## src/rtl/serial_adder_pkg.sv

```systemverilog
`default_nettype none
// ============================================================================
//  Module      : serial_adder_pkg
//  Description : Shared types and defaults for the bit-serial adder
//                controller. It holds the controller state enum and the
//                default operand width.
//  Revision    : 1.0 - initial release
// ============================================================================
package serial_adder_pkg;

    localparam int DEFAULT_WIDTH = 8;

    typedef enum logic [1:0] {
        IDLE = 2'd0,
        RUN  = 2'd1,
        DONE = 2'd2
    } state_t;

endpackage
`default_nettype wire

```

## src/rtl/serial_adder_ctrl_if.sv

```systemverilog
`default_nettype none
// ============================================================================
//  Module      : serial_adder_ctrl_if
//  Description : Request and result handshake bundle for serial_adder_ctrl.
//                master = requester/consumer side, slave = adder controller.
//                Request : start_valid, start_ready, a, b, cin
//                Result  : result_valid, result_ready, sum, cout
//                Status  : busy
//  Revision    : 1.0 - initial release
// ============================================================================
interface serial_adder_ctrl_if #(
    parameter int WIDTH = serial_adder_pkg::DEFAULT_WIDTH
);
    logic             start_valid;
    logic             start_ready;
    logic [WIDTH-1:0] a;
    logic [WIDTH-1:0] b;
    logic             cin;
    logic             result_valid;
    logic             result_ready;
    logic [WIDTH-1:0] sum;
    logic             cout;
    logic             busy;

    modport master (
        output start_valid, a, b, cin, result_ready,
        input  start_ready, result_valid, sum, cout, busy
    );

    modport slave (
        input  start_valid, a, b, cin, result_ready,
        output start_ready, result_valid, sum, cout, busy
    );
endinterface
`default_nettype wire

```

## src/rtl/full_adder.sv

```systemverilog
`default_nettype none
// ============================================================================
//  Module      : full_adder
//  Description : One-bit full adder cell.
//                Inputs  : a, b, cin
//                Outputs : sum, cout
//  Revision    : 1.0 - initial release
// ============================================================================
module full_adder (
    input  wire logic a,
    input  wire logic b,
    input  wire logic cin,
    output logic      sum,
    output logic      cout
);
    logic w_p;

    assign w_p  = a ^ b;
    assign sum  = w_p ^ cin;
    assign cout = (a & b) | (cin & w_p);
endmodule
`default_nettype wire

```

## src/rtl/serial_adder_ctrl.sv

```systemverilog
`default_nettype none
// ============================================================================
//  Module      : serial_adder_ctrl
//  Description : Bit-serial adder controller. One full_adder cell is reused
//                for every bit of the operand pair, LSB first, one bit per
//                clock. Operands are taken on a valid/ready handshake, and the
//                sum is offered on a second valid/ready handshake.
//                clk   : rising-edge clock
//                rst_n : synchronous reset, active low
//                bus   : serial_adder_ctrl_if.slave (request/result/busy)
//  Revision    : 1.0 - initial release
// ============================================================================
module serial_adder_ctrl
    import serial_adder_pkg::*;
#(
    parameter int WIDTH = DEFAULT_WIDTH
) (
    input  wire logic             clk,
    input  wire logic             rst_n,
    serial_adder_ctrl_if.slave    bus
);
    localparam int CNT_W = (WIDTH > 1) ? $clog2(WIDTH) : 1;

    state_t           r_state;
    state_t           w_state_next;
    logic [WIDTH-1:0] r_sa;
    logic [WIDTH-1:0] r_sb;
    logic [WIDTH-1:0] r_sum;
    logic [CNT_W-1:0] r_cnt;
    logic             r_carry;
    logic             r_cout;
    logic             w_fa_sum;
    logic             w_fa_cout;
    logic             w_last;

    full_adder u_full_adder (
        .a    (r_sa[0]),
        .b    (r_sb[0]),
        .cin  (r_carry),
        .sum  (w_fa_sum),
        .cout (w_fa_cout)
    );

    // Final bit is being consumed on this edge.
    assign w_last = (r_cnt == CNT_W'(WIDTH - 1));

    always_ff @(posedge clk) begin
        if (!rst_n) begin
            r_state <= IDLE;
        end else begin
            r_state <= w_state_next;
        end
    end

    always_comb begin
        w_state_next = r_state;
        case (r_state)
            IDLE:    if (bus.start_valid)  w_state_next = RUN;
            RUN:     if (w_last)           w_state_next = DONE;
            DONE:    if (bus.result_ready) w_state_next = IDLE;
            default:                       w_state_next = IDLE;
        endcase
    end

    // The sum register is not cleared on accept: WIDTH shifts overwrite it
    // completely before DONE exposes it through result_valid.
    always_ff @(posedge clk) begin
        if (!rst_n) begin
            r_sa    <= '0;
            r_sb    <= '0;
            r_sum   <= '0;
            r_cnt   <= '0;
            r_carry <= 1'b0;
            r_cout  <= 1'b0;
        end else begin
            case (r_state)
                IDLE: begin
                    if (bus.start_valid) begin
                        r_sa    <= bus.a;
                        r_sb    <= bus.b;
                        r_carry <= bus.cin;
                        r_cnt   <= '0;
                    end
                end
                RUN: begin
                    r_sa    <= r_sa >> 1;
                    r_sb    <= r_sb >> 1;
                    r_sum   <= (r_sum >> 1) | (WIDTH'(w_fa_sum) << (WIDTH - 1));
                    r_carry <= w_fa_cout;
                    r_cnt   <= r_cnt + CNT_W'(1);
                    if (w_last) begin
                        r_cout <= w_fa_cout;
                    end
                end
                default: ;
            endcase
        end
    end

    // Handshake outputs depend on state only, so neither valid input reaches
    // an output combinationally.
    assign bus.start_ready  = (r_state == IDLE);
    assign bus.result_valid = (r_state == DONE);
    assign bus.busy         = (r_state == RUN) || (r_state == DONE);
    assign bus.sum          = r_sum;
    assign bus.cout         = r_cout;
endmodule
`default_nettype wire

```

## src/flat_wrapper.sv

```systemverilog
// flat-port wrapper written by rule: the top's interface ports become plain ports
module serial_adder_ctrl_flat import serial_adder_pkg::*;
#(
    parameter int WIDTH = DEFAULT_WIDTH
)
  (clk, rst_n, bus_start_valid, bus_a, bus_b, bus_cin, bus_result_ready, bus_start_ready, bus_result_valid, bus_sum, bus_cout, bus_busy);
  serial_adder_ctrl_if #(.WIDTH(WIDTH)) bus_i ();
  input  wire logic clk;
  input  wire logic rst_n;
  input wire logic [$bits(bus_i.start_valid)-1:0] bus_start_valid;
  input wire logic [$bits(bus_i.a)-1:0] bus_a;
  input wire logic [$bits(bus_i.b)-1:0] bus_b;
  input wire logic [$bits(bus_i.cin)-1:0] bus_cin;
  input wire logic [$bits(bus_i.result_ready)-1:0] bus_result_ready;
  output wire logic [$bits(bus_i.start_ready)-1:0] bus_start_ready;
  output wire logic [$bits(bus_i.result_valid)-1:0] bus_result_valid;
  output wire logic [$bits(bus_i.sum)-1:0] bus_sum;
  output wire logic [$bits(bus_i.cout)-1:0] bus_cout;
  output wire logic [$bits(bus_i.busy)-1:0] bus_busy;
  assign bus_i.start_valid = bus_start_valid;
  assign bus_i.a = bus_a;
  assign bus_i.b = bus_b;
  assign bus_i.cin = bus_cin;
  assign bus_i.result_ready = bus_result_ready;
  assign bus_start_ready = bus_i.start_ready;
  assign bus_result_valid = bus_i.result_valid;
  assign bus_sum = bus_i.sum;
  assign bus_cout = bus_i.cout;
  assign bus_busy = bus_i.busy;
  serial_adder_ctrl #(.WIDTH(WIDTH)) u_core (.clk(clk), .rst_n(rst_n), .bus(bus_i));
endmodule
```

## config.mk

```make
export PLATFORM = sky130hd
export DESIGN_NAME = serial_adder_ctrl_flat
export DESIGN_NICKNAME = d
export VERILOG_FILES = /design/src/rtl/serial_adder_pkg.sv /design/src/rtl/serial_adder_ctrl_if.sv /design/src/rtl/full_adder.sv /design/src/rtl/serial_adder_ctrl.sv /design/src/flat_wrapper.sv
export SDC_FILE = /design/constraint.sdc
export NUM_CORES = 1
export LEC_CHECK = 0
export CAP_MARGIN = 40
export CELL_PAD_IN_SITES_DETAIL_PLACEMENT = 1
export CELL_PAD_IN_SITES_GLOBAL_PLACEMENT = 1
export CORE_MARGIN = 2
export CORE_UTILIZATION = 41
export DETAILED_ROUTE_END_ITERATION = 8
export PLACE_DENSITY_LB_ADDON = 0.1
export SYNTH_ARGS = -nofsm -noshare
export SYNTH_HDL_FRONTEND = slang
export SYNTH_HIERARCHICAL = 1
export SYNTH_SLANG_ARGS = --single-unit
export TNS_END_PERCENT = 10
```

## constraint.sdc

```tcl
create_clock -name clk -period 2.5 [get_ports clk]
set_input_delay 0.625 -clock clk [delete_from_list [all_inputs] [get_ports clk]]
set_output_delay 0.625 -clock clk [all_outputs]
set_load 0.02 [all_outputs]
```

# Word level (Yosys, flattened, before mapping)
# Cells that the tools add are included.
# Widths: inputs -> output; s select.
# word_totals
register_bits	31
input_bits	21
out_inout_bits	12
elab_cells	38
# op_classes
addsub	1
eq_ne	6
muxes	12
bitwise_logic	6
reduce_logical	6
# ops
op	count
$pmux 8 s2	2
$mux 8	2
$or 7x8->8	1
$mux 2	3
$pmux 2 s3	1
$pmux 3 s2	1
$ne 2x2->1 const B	2
$reduce_and 2->1	2
$add 3x1->3 const B	1
$eq 3x3->1 const B	1
$mux 3	1
$reduce_and 3->1	1
$and 1x1->1	2
$eq 2x1->1 const B	1
$eq 2x2->1 const B	1
$logic_not 2->1	1
$ne 2x1->1 const B	1
$pmux 1 s2	1
$reduce_bool 2->1	1
$xor 1x1->1	2
$logic_or 1x1->1	1
$mux 1	1
$or 1x1->1	1

# Longest topological paths before layout
# Gate-level depths: netlist of run 1.
# logic_depth
depth_word	4
depth_mapped	7
depth_no_buf	5

# Hierarchy
# The synthesis of run 1 kept the hierarchy.
# modules_own_cells
mod	instances	cells_per_inst	area_each_um2	seq_area_each_um2
serial_adder_ctrl	1	142	1482.7	620.6
full_adder	1	1	20.0	0.0

# Least setup slack after synthesis of run 1
# Ideal clock, no wire load.
# synth_timing
kind	register -> register
from	register u_core.r_state[0]
to	register u_core.r_sa[1]
arrival_time_ns	1.444
required_time_ns	2.375
setup_slack_ns	0.931
stages_incl_launch_ff	8
n_path_buf	2
period_less_slack_ns	1.569
path_cell_list	dfxtp_1 > inv_1 > ha_1 > buf_6 > mux2_4 > buf_6 > nor2_1 > a211oi_2
# synth_via
elab_chain_cells	3
word_cells_on_any_way	6
# synth_lines
item	line	rtl
from (decl)	serial_adder_ctrl.sv:24	state_t r_state;
from (signal assigned)	serial_adder_ctrl.sv:51	r_state <= w_state_next;
$logic_not 2->1 *	n/a	
named net bus_start_ready	flat_wrapper.sv:15	output wire logic [$bits(bus_i.start_ready)-1:0] bus_start_ready;
$ne 2x2->1 (no source line) or $reduce_bool 2->1 (tied branches)	n/a	
$reduce_and 2->1 (no source line)	n/a	
to (signal assigned)	serial_adder_ctrl.sv:79	r_sa <= bus.a;
to (signal assigned)	serial_adder_ctrl.sv:86	r_sa <= r_sa >> 1;
to (decl)	serial_adder_ctrl.sv:26	logic [WIDTH-1:0] r_sa;
# Mark *: on every way through the listed nets, which the timed path passes. The rest lies on a longest branch.
# A chain may end at the register's enable or synchronous reset.

# Worst setup path in the final report of run 1
# layout_timing
from	register u_core.r_state[1]
to	output port bus_busy
# layout_via
elab_chain_cells	2
word_cells_on_any_way	3
# layout_lines
item	line	rtl
$eq 2x1->1 or $eq 2x2->1 (tied branches)	serial_adder_ctrl.sv:104	assign bus.busy = (r_state == RUN) || (r_state == DONE);
$logic_or 1x1->1 *	serial_adder_ctrl.sv:104	
to (decl)	flat_wrapper.sv:19	output wire logic [$bits(bus_i.busy)-1:0] bus_busy;
# Every way passes the cells marked *; elsewhere a longest branch is shown, timed or not.

==> results.py, run 1 <==
metrics = {
    "sta": {
        "max_slew_margin": 0.5935,
        "slew_violations": 0,
        "max_freq_ghz": 0.4299,
        "fin_crit_sh": 0.9305,
        "fin_skew_ps": 7.132,
        "worstMarginPinSlew_ps": 608.8,
        "hold_viol": 0,
        "final-setup-viol-count": 0,
        "fin_crit_ps": 2326,
        "rsz0062_at_grt": "no",
        "worst_slack_ps": 173.7,
        "setup_tns_ps": 0,
    },
    "synthesis": {
        "synthTopCellsByArea": "dfxtp_1, mux2i_1, a211oi_2",
        "yosysUniqueCellTypes": 25,
        "synth_top_area_cell": "dfxtp_1",
        "yosysSeqAreaShare": 0.4130,
        "synth_seq_cells": 31,
        "yosysWarnings": 6,
        "synth_fp_nets": 170,
        "syn_area_um2": 1503,
        "synth_top_area_frac": 0.4130,
        "avgSynthCellArea_um2": 10.51,
        "synth_cells": 143,
    },
    "layout": {
        "fill_cells": 394,
        "drive_gt1_frac": 0.1609,
        "regArea_um2": 620.6,
        "multiInputGateArea_um2": 779.5,
        "areaGrowthSynthToFinish_pct": 23.65,
        "nets": 200,
        "mostFrequentLayoutCells": "clkdlybuf4s50_1, dfxtp_1, mux2i_1, nor2_1, a211oi_2",
        "layout_commonest_cell": "clkdlybuf4s50_1",
        "diodes": 0,
    },
    "power_and_ir_drop": {
        "leakagePower_nw": 0.6959,
        "ir_drop_mv": 0.5519,
        "power.density_nw_per_um2": 810.4,
    },
    "critical_path": {
        "cp-end-kind": "primary output",
        "worstPathArrival_ps": 1700,
        "cp-start-kind": "flip-flop",
        "crit_required_ps": 1880,
        "r2r_slack_ps": 790,
        "path_class": "flip-flop to primary output",
        "timing.rr.start": "u_core/r_state[1]",
        "crit_fanout": 3,
        "crit_start": "u_core/r_state[1]",
    },
    "clocking": {
        "clock-sinks": 31,
        "cts.clk_slew.worst_paths_ps": 100,
        "cts-buffers-inserted": 5,
        "cts.htree.levels": 2,
        "cts_setup_buffers": 0,
        "cts_buffer_depth": 2,
        "ctsRootBufferMaster": "clkbuf_4",
        "cts_tree": "built",
        "clk_latency_ps": 330,
    },
    "min_path": {
        "min_from": "u_core/bus.cout",
        "hold_path_class": "flip-flop to flip-flop",
    },
    "global_route": {
        "grt.overflow.total": 0,
        "grt_use_total": 0.1625,
        "grt_pass1_wl_mm": 5.340,
        "antenna_found_initial": 0,
        "grt_start_max_net_pins": 31,
        "grt_pass1_vias": 1205,
    },
    "floorplan": {
        "initial_utilization": 0.4399,
        "die_x_um": 64.54,
        "core_um2": 3416,
        "rows": 21,
        "dieArea_um2": 4165,
        "boundaryPins": 33,
        "die_y_um": 64.54,
    },
    "placement": {
        "pre_cts_ws_ps": 441.2,
        "gp_congestion": 0.7500,
        "hpwlAfterDp_mm": 2.202,
        "port-buffer-count": 32,
    },
    "routing": {
        "vias": 1133,
        "dr.pass1.iters": 3,
        "vias_per_cell": 5.150,
        "wl_per_cell_um": 13.79,
        "ant_nets": 0,
        "first_iter_violations": 31,
        "wirelength_mm": 3.034,
        "post-route-drc-count": 0,
    },
    "status": {
        "outcome": "completed",
    },
    "run": {
        "cap_violations": 0,
    },
}
==> flip-flops by register name, indices dropped and copies added (netlist names) <==
| name | count |
|---|---|
| u_core/bus.sum | 8 |
| u_core/r_sa | 8 |
| u_core/r_sb | 8 |
| u_core/r_cnt | 3 |
| u_core/r_state | 2 |
| u_core/bus.cout | 1 |
| u_core/r_carry | 1 |
==> power by group <==
part	switching [mW]	internal, mW
registers	0.0503	0.578
logic	0.325	0.277
clock network	0.167	0.109
==> cells in the mapped netlist <==
library cell  count
buf_2             2
ha_1              5
nand3b_1          1
fa_1              1
inv_2             1
a211oi_2         15
clkbuf_2          1
nand2b_1          2
o22ai_1           2
o211ai_1          1
mux2i_1          25
a32oi_1           2
nand3_1           1
buf_6             5
nand2_1           8
mux2_4            1
a31oi_1           3
nor2_1           25
clkbuf_1          1
and2b_2           2
a21oi_1           2
buf_4             2
inv_1             3
a311oi_1          1
dfxtp_1          31
==> worst max-delay path, cell delays in order, from the launching register on <==
cell	delay [ps]
dfxtp_1	380
inv_1	80
ha_2	320
clkdlybuf4s50_1	600
==> final timing paths <==
| kind | cells after the start | endpoint |
|---|---|---|
| setup / recovery | 3 | bus_busy |
| hold / removal | 2 | u_core/bus.cout |
| setup reg to reg | 6 | u_core/r_sb[0] |
| hold reg to reg | 2 | u_core/bus.cout |
==> layout make-up <==
cell class              instances  share of cell area
clock buffers                   7             0.02424
clock inverters                 1            0.002694
inverters                       4            0.008081
multi-input cells              97              0.4195
flip-flops and latches         31              0.3340
well taps                      46             0.03098
repair buffers                 34              0.1805
==> kinds of logic after synthesis <==
family	count (synthesis)	synth area share
compound gates	26	0.1749
fa+ha+maj	6	0.05495
flops	31	0.4130
simple gates	39	0.1107
mux	26	0.1765
buf+inv	15	0.06993
==> what timing repair did <==
item,CTS,global route
hold buffers,0,0
endpoints found under the setup margin,0,1
resized for setup,0,1
endpoints found under the hold margin,0,0
==> stage by stage <==
| stage | hold WS (ps) | std cells | utilization | power, mW | area, um^2 |
|---|---|---|---|---|---|
| finish | 476.8 | 220 | 0.5440 | 1.506 | 1858 |
| global route | 507.2 | 220 | 0.5440 | 1.621 | 1858 |
| CTS | 484.6 | 220 | 0.5432 | 1.531 | 1856 |
| detailed placement | 470.7 | 212 | 0.5286 | 1.248 | 1805 |
| global placement | 454.7 | 212 | 0.5286 | 1.222 | 1805 |
| floorplan | 444.0 | 143 | - | 1.151 | 1503 |
==> per-layer routing <==
metal | GRT usage | vias up | part of all wire
met2 | 0.2956 | 22 | 0.50
met5 | 0 | - | 0
met3 | 0.05382 | 6 | 0.052
met1 | 0.1790 | 545 | 0.44
li1 | - | 560 | -
met4 | 0.04787 | 0 | 0.012
Note: power is estimated with default switching activity, not from simulation.
==> inputs of run 2 (changes only) <==
Settings changed: CORE_UTILIZATION 41 to 34, MAX_ROUTING_LAYER from default to met4.
Clock period 2.5 ns to 2 ns, I/O delays scaled along.
==> results.py, run 2 (synthesized netlist as in run 1, its figures left out) <==
metrics = {
    "power_and_ir_drop": {
        "power.density_nw_per_um2": 1034,
        "ir_drop_mv": 0.3370,
        "totalPowerFinal_mw": 1.982,
        "leakagePower_nw": 0.7447,
    },
    "layout": {
        "diodes": 0,
        "layout_commonest_cell": "dfxtp_1",
        "areaGrowthSynthToFinish_pct": 27.56,
        "regArea_um2": 620.6,
        "multiInputGateArea_um2": 777.0,
        "nets": 202,
        "fill_cells": 487,
        "drive_gt1_frac": 0.1609,
        "mostFrequentLayoutCells": "dfxtp_1, clkdlybuf4s50_1, mux2i_1, nor2_1, a211oi_2",
    },
    "sta": {
        "worstMarginPinSlew_ps": 388.8,
        "rsz0062_at_grt": "no",
        "fin_skew_ps": 1.989,
        "setup_tns_ps": 0,
        "final-setup-viol-count": 0,
        "max_freq_ghz": 0.5533,
        "max_slew_margin": 0.7408,
        "hold_viol": 0,
        "fin_crit_sh": 0.9037,
        "slew_violations": 0,
        "fin_crit_ps": 1807,
    },
    "floorplan": {
        "core_um2": 4294,
        "die_y_um": 70.48,
        "boundaryPins": 33,
        "initial_utilization": 0.3499,
        "dieArea_um2": 4967,
        "die_x_um": 70.48,
        "rows": 24,
    },
    "clocking": {
        "cts-buffers-inserted": 5,
        "clock-sinks": 31,
        "cts.clk_slew.worst_paths_ps": 60,
        "ctsRootBufferMaster": "clkbuf_8",
        "cts.htree.levels": 2,
        "cts_hold_repair.buffers": 0,
        "cts_tree": "built",
        "clk_latency_ps": 280,
        "cts_buffer_depth": 2,
    },
    "status": {
        "outcome": "completed",
    },
    "min_path": {
        "min_from": "u_core/bus.cout",
        "hold_path_class": "flip-flop to flip-flop",
    },
    "routing": {
        "post-route-drc-count": 0,
        "met3WireLength_um": 162,
        "wl_per_cell_um": 13.70,
        "wirelength_mm": 3.097,
        "ant_nets": 0,
        "dr.pass1.iters": 4,
        "first_iter_violations": 50,
        "dr_wl_met2_mm": 1.444,
        "wl_met1_mm": 1.458,
        "top_layer": "met4",
        "vias_per_cell": 4.982,
        "vias": 1126,
    },
    "critical_path": {
        "cp-end-kind": "primary output",
        "timing.rr.start": "u_core/r_state[1]",
        "crit_start": "u_core/r_state[1]",
        "worstPathArrival_ps": 1310,
        "crit_required_ps": 1500,
        "crit_fanout": 3,
        "path_class": "flip-flop to primary output",
        "cp-start-kind": "flip-flop",
    },
    "global_route": {
        "antenna_found_initial": 0,
        "grt_use_total": 0.1435,
        "grt_start_max_net_pins": 31,
        "grt.overflow.total": 0,
        "grt_pass1_vias": 1169,
        "grt_pass1_wl_mm": 5.457,
    },
    "placement": {
        "gp_congestion": 0.8097,
        "port-buffer-count": 32,
        "hpwlAfterDp_mm": 2.177,
    },
    "run": {
        "cap_violations": 0,
    },
}
==> run 2: area by class of cell <==
| type | instances | area share |
|---|---|---|
| Multi-Input combinational cell | 97 | 0.4054 |
| Sequential cell | 31 | 0.3238 |
| Tap cell | 52 | 0.03394 |
| Clock buffer | 6 | 0.03786 |
| Inverter | 4 | 0.007833 |
| Timing Repair Buffer | 36 | 0.1913 |
==> run 2: final timing paths <==
check        slack, ps  cells after the start               to
min reg2reg        460                      2  u_core/bus.cout
max                190                      3         bus_busy
min                460                      2  u_core/bus.cout
max reg2reg        340                      6   u_core/r_sa[3]
==> run 2: stage by stage <==
stage,area [um^2],instances,util,hold WS [ps],setup slack (ps)
final,1917,226,0.4464,462.0,192.7
after global routing,1917,226,0.4464,501.0,121.9
after CTS,1912,226,0.4452,471.1,28.74
after detailed placement,1841,220,0.4286,459.2,77.70
after global placement,1841,220,0.4286,449.7,192.2
after floorplan,1503,143,-,444.0,431.4
==> run 2: power by group <==
group / internal, mW / total (mW) / switching, mW
clock: 0.231 / 0.442 / 0.210
combinational: 0.345 / 0.754 / 0.409
sequential: 0.724 / 0.786 / 0.0626
total: 1.30 / 1.98 / 0.682
==> run 2: critical path: stages, from the launching register on <==
cell,delay [ps]
dfxtp_1,360
inv_1,70
ha_1,270
dlygate4sd2_1,330
==> run 2: repair_timing <==
action / CTS / global route
resized for setup: 1 / 2
setup buffers: 0 / 0
setup endpoints to repair: 1 / 2
==> run 2: layer usage <==
metal | up-vias | track usage
met4 | 0 | 0.04487
met2 | 25 | 0.2149
met3 | 3 | 0.06205
li1 | 561 | -
met5 | - | -
met1 | 537 | 0.1742
==> inputs of run 3 (changes only) <==
Settings changed: CORE_MARGIN 2 to default.
==> results.py, run 3 (synthesized netlist as in run 1, its figures left out) <==
metrics = {
    "power_and_ir_drop": {
        "leakagePower_nw": 0.7546,
        "switching_share": 0.3458,
        "power.density_nw_per_um2": 1063,
        "pwr-share-clk": 0.240,
        "totalPowerFinal_mw": 2.050,
        "seqPwrFrac": 0.383,
        "ir_drop_mv": 0.3696,
        "p_int_mw": 1.341,
        "p_sw_mw": 0.7090,
        "power_frac_comb": 0.377,
    },
    "global_route": {
        "grt_start_max_net_pins": 31,
        "grt-busiest-layer": "met2",
        "grt.overflow.total": 0,
        "met2_usage": 0.2672,
        "globalRouteMet1Util": 0.1734,
        "use_met3": 0.04167,
        "grt_pass1_vias": 1190,
        "grt_pass1_wl_mm": 5.244,
        "grt_use_total": 0.1612,
        "antenna_found_initial": 0,
    },
    "layout": {
        "mostFrequentLayoutCells": "dfxtp_1, clkdlybuf4s50_1, mux2i_1, nor2_1, a211oi_2",
        "areaGrowthSynthToFinish_pct": 28.39,
        "layout_commonest_cell": "dfxtp_1",
        "nets": 202,
        "fin_cells": 225,
        "diodes": 0,
        "drive_gt1_frac": 0.1714,
        "fin_util": 0.4688,
        "fin_area_um2": 1929,
    },
    "clocking": {
        "cts_tree": "built",
        "cts.htree.levels": 2,
        "ctsRootBufferMaster": "clkbuf_8",
        "clk_latency_ps": 280,
        "clock-sinks": 31,
        "cts_setup_buffers": 0,
        "cts_buffer_depth": 2,
        "cts.clk_slew.worst_paths_ps": 70,
        "cts-buffers-inserted": 5,
    },
    "routing": {
        "wl_per_cell_um": 14.49,
        "wirelength_mm": 3.260,
        "first_iter_violations": 59,
        "ant_nets": 0,
        "post-route-drc-count": 0,
        "dr.pass1.iters": 2,
        "vias_per_cell": 5.040,
        "vias": 1134,
    },
    "floorplan": {
        "rows": 23,
        "initial_utilization": 0.3652,
        "boundaryPins": 33,
        "die_x_um": 68.48,
        "die_y_um": 68.48,
        "core_um2": 4115,
        "dieArea_um2": 4690,
    },
    "placement": {
        "gp_congestion": 0.6574,
        "placedInstanceArea_um2": 1838,
        "dp_cells": 218,
        "hpwlAfterDp_mm": 2.337,
        "port-buffer-count": 32,
    },
    "sta": {
        "max_slew_margin": 0.7424,
        "fin_skew_ps": 8.041,
        "worstMarginPinSlew_ps": 386.4,
        "final-setup-viol-count": 0,
        "fin_crit_ps": 1820,
        "slew_violations": 0,
        "rsz0062_at_grt": "no",
        "setup_tns_ps": 0,
        "max_freq_ghz": 0.5495,
        "fin_crit_sh": 0.9098,
        "hold_viol": 0,
    },
    "min_path": {
        "whs_endpoint": "u_core/r_cnt[0]",
        "hold_path_depth": 2,
        "min_from": "u_core/r_cnt[0]",
        "hold_path_class": "flip-flop to flip-flop",
    },
    "critical_path": {
        "path_class": "flip-flop to primary output",
        "cp-end-kind": "primary output",
        "reg2reg_to": "u_core/r_sb[0]",
        "timing.rr.start": "u_core/r_state[1]",
        "worstPathArrival_ps": 1320,
        "r2r_slack_ps": 320,
        "reg2reg_depth": 6,
        "crit_fanout": 3,
        "crit_required_ps": 1500,
        "cp-start-kind": "flip-flop",
    },
    "run": {
        "cap_violations": 0,
    },
    "status": {
        "outcome": "completed",
    },
}
-- run 3: cell count changes in the layout (fill, tap and decap cells not counted), sizes merged --
cell and change:
clkinv +1
-- run 3: worst max-delay path, stage by stage (launching register included) --
cell and delay (ps):
dfxtp_1 370, inv_1 70, ha_1 260, dlygate4sd2_1 330
-- run 3: per-layer routing --
layer,share of wire,wire [um],vias up
li1,-,-,564
met1,0.46,1502,537
met2,0.47,1544,23
met3,0.042,136,10
met4,0.023,76,0
met5,0,0,-
-- run 3: final cells by class --
class                      instances  area, um^2
timing repair buffer              36       366.6
multi-input combinational         97       777.0
sequential                        31       620.6
fill                             461        2186
inverter                           4       15.01
clock inverter                     1       5.005
clock buffer                       6       82.58
tap                               50       62.56
-- run 3: worst max path at each step --
stage	from	endpoint	slack [ps]	cells past startpoint
finish	u_core/r_state[1]	bus_busy	180	3
global route	u_core/r_state[1]	bus_busy	100	3
CTS	u_core/r_state[0]	bus_result_valid	6	3
global placement	bus_start_valid	u_core/r_sb[5]	200	4
floorplan	u_core/r_state[0]	u_core/r_sa[1]	430	7
detailed placement	bus_start_valid	u_core/r_sb[0]	90	4
-- run 3: through the flow --
step / setup slack [ps] / hold WS (ps)
5_1_grt: 101.6 / 495.6
3_5_place_dp: 85.45 / 468.5
4_1_cts: 5.741 / 477.4
2_1_floorplan: 431.4 / 444.0
3_3_place_gp: 198.3 / 453.7
6_report: 180.3 / 473.3
-- run 3: timing repair --
item	in CTS	in global routing
hold buffers	0	0
endpoints found under the hold margin	0	0
gates cloned	0	0
setup endpoints to repair	1	2
gates resized for setup	1	2
-- run 3: power by group through the flow --
stage               registers (mW)  clock network (mW)  logic (mW)
global route                 0.800               0.542       0.838
global placement             0.795                   0       0.751
floorplan                    0.793                   0       0.646
detailed placement           0.801                   0       0.786
finish                       0.786               0.493       0.772
CTS                          0.788               0.507       0.785
